$ cat src/rtl/elastic_pipe_queue.sv
// Elastic register pipeline with per-stage valid bits and valid/ready on both ends.
// Bubbles collapse under head backpressure; occupancy is tracked in a register.
module elastic_pipe_queue #(
    parameter int unsigned DATA_WIDTH = 8,
    parameter int unsigned PIPE_DEPTH = 4,
    parameter int unsigned CNT_W      = $clog2(PIPE_DEPTH + 1)
) (
    input  logic                  clk_i,
    input  logic                  rst_i,
    input  logic                  flush_i,
    input  logic                  valid_i,
    output logic                  ready_o,
    input  logic [DATA_WIDTH-1:0] data_i,
    output logic                  valid_o,
    input  logic                  ready_i,
    output logic [DATA_WIDTH-1:0] data_o,
    output logic [CNT_W-1:0]      count_o,
    output logic                  empty_o,
    output logic                  full_o
);

    localparam int H = PIPE_DEPTH - 1;

    logic [PIPE_DEPTH-1:0]                 vld_q, vld_d;
    logic [PIPE_DEPTH-1:0][DATA_WIDTH-1:0] data_q, data_d;
    logic [CNT_W-1:0]                      count_q, count_d;
    logic [PIPE_DEPTH-1:0]                 adv;
    logic                                  free0;
    logic                                  push, pop;

    // Walk from the head back to stage 0, carrying "next stage is free" as f.
    always_comb begin
        logic f;
        adv = '0;
        f   = 1'b0;
        for (int i = H; i >= 0; i--) begin
            adv[i] = vld_q[i] & ((i == H) ? ready_i : f);
            f      = ~vld_q[i] | adv[i];
        end
        free0 = f;
    end

    assign ready_o = free0 & ~flush_i & ~rst_i;
    assign push    = valid_i & ready_o;
    assign pop     = vld_q[H] & ready_i;

    always_comb begin
        vld_d   = vld_q;
        data_d  = data_q;
        count_d = count_q + CNT_W'(push) - CNT_W'(pop);
        vld_d[0] = push | (vld_q[0] & ~adv[0]);
        if (push) data_d[0] = data_i;
        for (int i = 1; i < PIPE_DEPTH; i++) begin
            vld_d[i] = adv[i-1] | (vld_q[i] & ~adv[i]);
            if (adv[i-1]) data_d[i] = data_q[i-1];
        end
        if (flush_i) begin
            vld_d   = '0;
            data_d  = '0;
            count_d = '0;
        end
    end

    always_ff @(posedge clk_i) begin
        if (rst_i) begin
            vld_q   <= '0;
            data_q  <= '0;
            count_q <= '0;
        end else begin
            vld_q   <= vld_d;
            data_q  <= data_d;
            count_q <= count_d;
        end
    end

    assign valid_o = vld_q[H];
    assign data_o  = data_q[H];
    assign count_o = count_q;
    assign empty_o = (count_q == '0);
    assign full_o  = (count_q == CNT_W'(PIPE_DEPTH));

endmodule

$ cat config.mk
export PLATFORM = sky130hd
export DESIGN_NAME = elastic_pipe_queue
export DESIGN_NICKNAME = d
export VERILOG_FILES = /design/src/rtl/elastic_pipe_queue.sv
export SDC_FILE = /design/constraint.sdc
export NUM_CORES = 1
export LEC_CHECK = 0
export CAP_MARGIN = 20
export CORE_UTILIZATION = 30
export DETAILED_ROUTE_END_ITERATION = 8
export PLACE_DENSITY = 0.58
export SYNTH_ARGS = -nofsm -noshare
export SYNTH_HDL_FRONTEND = slang
export SYNTH_SLANG_ARGS = --single-unit
$ cat constraint.sdc
create_clock -name clk_i -period 2.6 [get_ports clk_i]
set_input_delay 0.39 -clock clk_i [delete_from_list [all_inputs] [get_ports clk_i]]
set_output_delay 0.39 -clock clk_i [all_outputs]
set_load 0.03 [all_outputs]
==> results.cfg, run 1 <==
[power_and_ir_drop]
p_leak_nw = 0.7736
peakVddDrop_mv = 0.1796
powerDensity_mw_per_mm2 = 551.5

[timing]
slew_violations = 0
tns_ns = 0
max_slew_margin_pct = 65.99
setup_viol = 0
grt_setup_unrepaired = no
min_period_over_period_pct = 87.10
fmaxAchievable_mhz = 441.6
worst_pin_slew_ns = 0.5090
min_period_ns = 2.265
hold_slack_ns = 0.4634
hold_viol = 0
finalClockSkew_ns = 0.003346

[routing]
vias = 1459
dr.first_iter.drc_count = 78
finalWirelength_um = 3670
firstDrtPassIters = 4
vias_per_cell = 4.946
drcViolationCount = 0
wl_per_cell_um = 12.44
ant_nets = 0

[cts]
cts_tree = done
insertion_delay_ns = 0.29
hold_buffers = 0
cts_resized = 0
cts.sink_count = 39
cts_buffers = 5
cts_setup_buffers = 0
cts_buffer_depth = 2
htreeDepth = 2
root_buffer = clkbuf_8
clkTransAtPathRegs_ns = 0.07

[grt]
antenna_found_initial = 0
grt_pass1_wl_um = 6430
use_met3_pct = 3.409
grtUsageMet2_pct = 19.32
grt_overflow = 0
grt_busiest_layer = met2
first_global_vias = 1341
gr-usage-met1_pct = 17.20
grt_max_degree = 26
grt_use_total_pct = 12.94

[floorplanning]
std_cell_rows = 28
boundaryPins = 28
fp.dieH_um = 80.65
dieArea_mm2 = 0.006504
floorplan.initialDensity_pct = 31.16
dieWidth_um = 80.65
core_mm2 = 0.005956

[hold_path]
holdCritPathClass = register to register
min_to = data_q[20]
hp-start = data_q[20]
hold-path-cell-count = 2

[critical_path]
crit_chain = clkdlybuf4s50_1 -> and4b_4 -> a21oi_2 -> nand2_1 -> ha_1 -> inv_1 -> ha_1 -> inv_1 -> fa_1 -> xnor2_1 -> nor2_1
crit_path_start_kind = input port
cp_max_fo = 2
crit_slowest_cell = clkdlybuf4s50_1
cp_slowest_stage_delay_ns = 0.47
r2r_cells = 10
cp-end-kind = register
rrSetupSlack_ns = 0.55
path_buf_inv = 3
critPathKind = input port to register
worstPathArrival_ns = 2.45
cp_top_family = adder cells
worstReg2RegStart = vld_q[1]
worstReg2RegEnd = count_o[2]
cp.required_ns = 2.78

[place]
dp.cells = 287
dpl_cell_area_mm2 = 0.002116
hpwlAfterDp_um = 2600
routabilityCongestion = 0.7359
io_buffers = 27

[yosys]
syn_nets = 215
yosysSeqAreaShare_pct = 42.08
ys_warn_count = 0
ys_ff_latch = 39
synth_top_family_by_area = simple AND/OR/NAND/NOR gates
synth.mux.area_fraction_pct = 8.631
synth_xor_area_share_pct = 0.9440
yosys.area_share.simple_pct = 21.51
post_synth.cell_area_avg_um2 = 9.324
synth_top_area_share_pct = 42.08
synth_area_leaders = dfxtp_1, mux2i_1, nand2_1
synth-compound-area-share_pct = 13.69
yosys.area_share.adder_pct = 2.428
syn-cell-area_mm2 = 0.001856
netlist.top_cell.by_area = dfxtp_1
synth_cell_types = 31
post_synth_inst_count = 199

[layout]
nets = 235
finalInstanceArea_mm2 = 0.002233
area_growth_pct = 20.36
fin_cells = 295
diodes = 0
drive_gt1_share_pct = 13.18
final_util_pct = 37.50
n_fill_cell = 625

[run_status]
status = finished, final reports clean

[job]
cap_viol_max_count = 0
per-stage QoR:
step	power (W)	worst slack (ns)
floorplan	0.0006862	0.06611
global placement	0.0007226	0.07547
detailed placement	0.0007236	0.01323
CTS	0.001244	0.3279
global route	0.001281	0.2343
finish	0.001232	0.3354
metal layers:
metal  vias to the layer above  routed length, um
li1                        749                  -
met1                       675               1893
met2                        30               1569
met3                         5                134
met4                         0                 72
met5                         -                  0
Yosys cell counts, drive strengths merged:
cell / n
o21ai: 9
xor2: 1
nor3: 1
inv: 4
dfxtp: 39
nand2: 25
buf: 25
ha: 2
nand2b: 1
nor4b: 8
or2: 1
nand3: 16
a21oi: 12
nor3b: 1
nor2b: 1
mux2i: 16
nor2: 8
and2: 2
and4b: 1
a41oi: 8
nand4: 8
xnor2: 1
o211ai: 8
fa: 1
logic make-up after synthesis:
kind of cell    Yosys count
simple gates             73
mux                      16
xor+xnor                  2
fa+ha+maj                 3
compound gates           37
buf+inv                  29
flops                    39
cells in the final DEF (no fill, tap or decap), drive strengths merged, types with 2 or more instances in the layout:
cell type	netlist	routed
nand3	16	16
and2	2	2
a21oi	12	12
a41oi	8	8
dfxtp	39	39
clkdlybuf4s50	0	26
nor4b	8	8
clkbuf	0	6
nor2	8	8
buf	25	12
inv	4	4
ha	2	2
o21ai	9	9
o211ai	8	8
nand4	8	8
nand2	25	25
mux2i	16	16
worst register-to-register path: cells and delay by family (launching register included):
family / cells / cell delay, ns
AOI/OAI and AO/OA: 1 / 0.15
adders and majority gates: 3 / 0.82
and+or+nand+nor: 3 / 0.36
xor gates and xnor gates: 1 / 0.16
buffers and inverters: 2 / 0.11
DFF: 1 / 0.35
how the worst max path moves through the flow:
stage	from	endpoint	depth (start not counted)
finish	ready_i	count_o[2]	11
global route	ready_i	count_o[2]	11
CTS	ready_i	count_o[2]	11
detailed placement	ready_i	count_o[2]	11
global placement	ready_i	count_o[2]	11
floorplan	flush_i	count_o[2]	12
where the power goes:
part           switching, W  internal (W)
combinational     0.0000517     0.0000445
clock              0.000211      0.000310
sequential       0.00000708      0.000607
area by class of cell:
class,instances,area [um^2],area share [%]
inverter,4,15.01,0.6723
clock inverter,2,35.03,1.569
timing repair buffer,38,350.3,15.69
sequential,39,780.7,34.96
tap,75,93.84,4.202
multi-input combinational,131,875.8,39.22
clock buffer,6,82.58,3.697
sequential cells by signal, summed over array words and instances, names as in the netlist:
name,count
data_o,8
data_q,24
vld_q,4
count_o,3
No activity file was read; power rests on OpenSTA's default activity.
==> run 2: changes to the inputs <==
- CORE_MARGIN: default -> 2
==> run 2 against run 1 <==
Net effect:
- final cell count decreased by 0.34%
- die area increased by 5.0%
- cell area decreased by 0.34%
- critical endpoint unchanged
- largest power group unchanged
- non-clock buffer count decreased by 1
- highest routed layer unchanged
- combinational power decreased by 1%
==> results.cfg, run 2 (synthesized netlist as in run 1, its figures left out) <==
[critical_path]
worstReg2RegEnd = count_o[2]
crit_path_start_kind = input port
cp.required_ns = 2.78
r2r_cells = 10
critPathKind = input port to register
cp_max_fo = 2
rrSetupSlack_ns = 0.56
worstPathArrival_ns = 2.44
cp-end-kind = register
worstReg2RegStart = vld_q[1]

[routing]
ant_nets = 0
vias = 1451
vias_per_cell = 4.935
finalWirelength_um = 3577
drcViolationCount = 0
dr.first_iter.drc_count = 101
wl_per_cell_um = 12.17
firstDrtPassIters = 4

[power_and_ir_drop]
power_frac_clock_pct = 42.6
pwr-share-comb_pct = 7.7
internal_power_w = 0.0009604
powerDensity_mw_per_mm2 = 553.9
p_leak_nw = 0.7684
switching_share_pct = 22.11
seq_power_share_pct = 49.7
peakVddDrop_mv = 0.2681
p_switching_w = 0.0002726

[floorplanning]
boundaryPins = 28
fp.dieH_um = 82.65
std_cell_rows = 28
core_mm2 = 0.005956
dieWidth_um = 82.65
dieArea_mm2 = 0.006830
floorplan.initialDensity_pct = 31.16

[grt]
grt_max_degree = 26
grt_use_total_pct = 11.65
first_global_vias = 1251
grt_overflow = 0
antenna_found_initial = 0
grt_pass1_wl_um = 6113

[layout]
n_fill_cell = 624
diodes = 0
layout_commonest_cell = dfxtp_1
drive_gt1_share_pct = 12.79
regMostFlops = data_q
nets = 234
area_growth_pct = 19.96
finalInstanceArea_mm2 = 0.002226
final_cell_mix = dfxtp_1, clkdlybuf4s50_1, nand2_1, nand3_1, mux2i_1
largest_reg_flops = 24

[hold_path]
holdCritPathClass = register to register
min_to = data_q[20]
hold-path-cell-count = 2
hp-start = data_q[20]

[timing]
max_slew_margin_pct = 66.61
finalClockSkew_ns = 0.004206
slew_violations = 0
min_period_ns = 2.257
fmaxAchievable_mhz = 443.0
setup_viol = 0
min_period_over_period_pct = 86.82
worst_pin_slew_ns = 0.4997
hold_viol = 0
grt_setup_unrepaired = no
tns_ns = 0

[cts]
hold_buffers = 0
cts_setup_buffers = 0
clkTransAtPathRegs_ns = 0.08
insertion_delay_ns = 0.29
htreeDepth = 2
cts_buffers = 5
cts_tree = done
cts_buffer_depth = 2
cts_resized = 0
cts.sink_count = 39
root_buffer = clkbuf_8

[place]
dpl_cell_area_mm2 = 0.002108
routabilityCongestion = 0.7134
hpwlAfterDp_um = 2499
io_buffers = 27

[run_status]
status = finished, final reports clean

[job]
cap_viol_max_count = 0
## run 2: cell types whose count changed in the layout (fill, tap and decap cells not counted)
cell   delta
buf_4     -1
## run 2: worst max path at each step
stage / start / endpoint / slack, ns / cells past startpoint
after detailed placement: ready_i / count_o[2] / 0.02 / 11
after global placement: ready_i / count_o[2] / 0.07 / 11
after global routing: flush_i / count_o[2] / 0.22 / 11
after CTS: ready_i / count_o[2] / 0.32 / 11
final: ready_i / count_o[2] / 0.34 / 11
after floorplan: flush_i / count_o[2] / 0.07 / 12
## run 2: final cells by class
cell class	instances	area, um^2	share of cell area, %
inverters	4	15.01	0.6745
well taps	75	93.84	4.216
clock inverters	2	35.03	1.574
flip-flops and latches	39	780.7	35.08
repair buffers	37	342.8	15.40
clock buffers	6	82.58	3.710
multi-input cells	131	875.8	39.35
## run 2: power groups by stage
stage	clock (W)	sequential [W]	combinational, W
after floorplan	0	0.000626	0.0000598
after global placement	0	0.000627	0.0000942
after detailed placement	0	0.000628	0.0000946
after CTS	0.000536	0.000613	0.0000949
after global routing	0.000563	0.000615	0.000103
final	0.000525	0.000613	0.0000950
## run 2: metrics by stage
stage	power, W	std cells	hold slack [ns]	util, %	worst slack (ns)
final	0.001233	294	0.4623	37.37	0.3426
after global routing	0.001281	294	0.4764	37.37	0.2249
after CTS	0.001244	294	0.4653	37.37	0.3244
after detailed placement	0.0007221	286	0.4535	35.40	0.02307
after global placement	0.0007214	286	0.4470	35.40	0.07388
after floorplan	0.0006862	199	0.4384	-	0.06611
## run 2: routing by layer
layer  global-route usage [%]  up-vias  routed length, um
met2                    16.61       46               1438
met3                    3.370        6                210
met1                    16.43      645               1862
li1                         -      754                  -
met5                        0        -                  0
met4                    4.590        0                 65
## run 2: worst max-delay path, cell delays in order
cell and delay (ns):
clkdlybuf4s50_1 0.47, and4b_4 0.21, a21oi_2 0.14, nand2_1 0.07
ha_1 0.29, inv_1 0.06, ha_1 0.13, inv_1 0.05
fa_1 0.40, xnor2_1 0.17, nor2_1 0.05
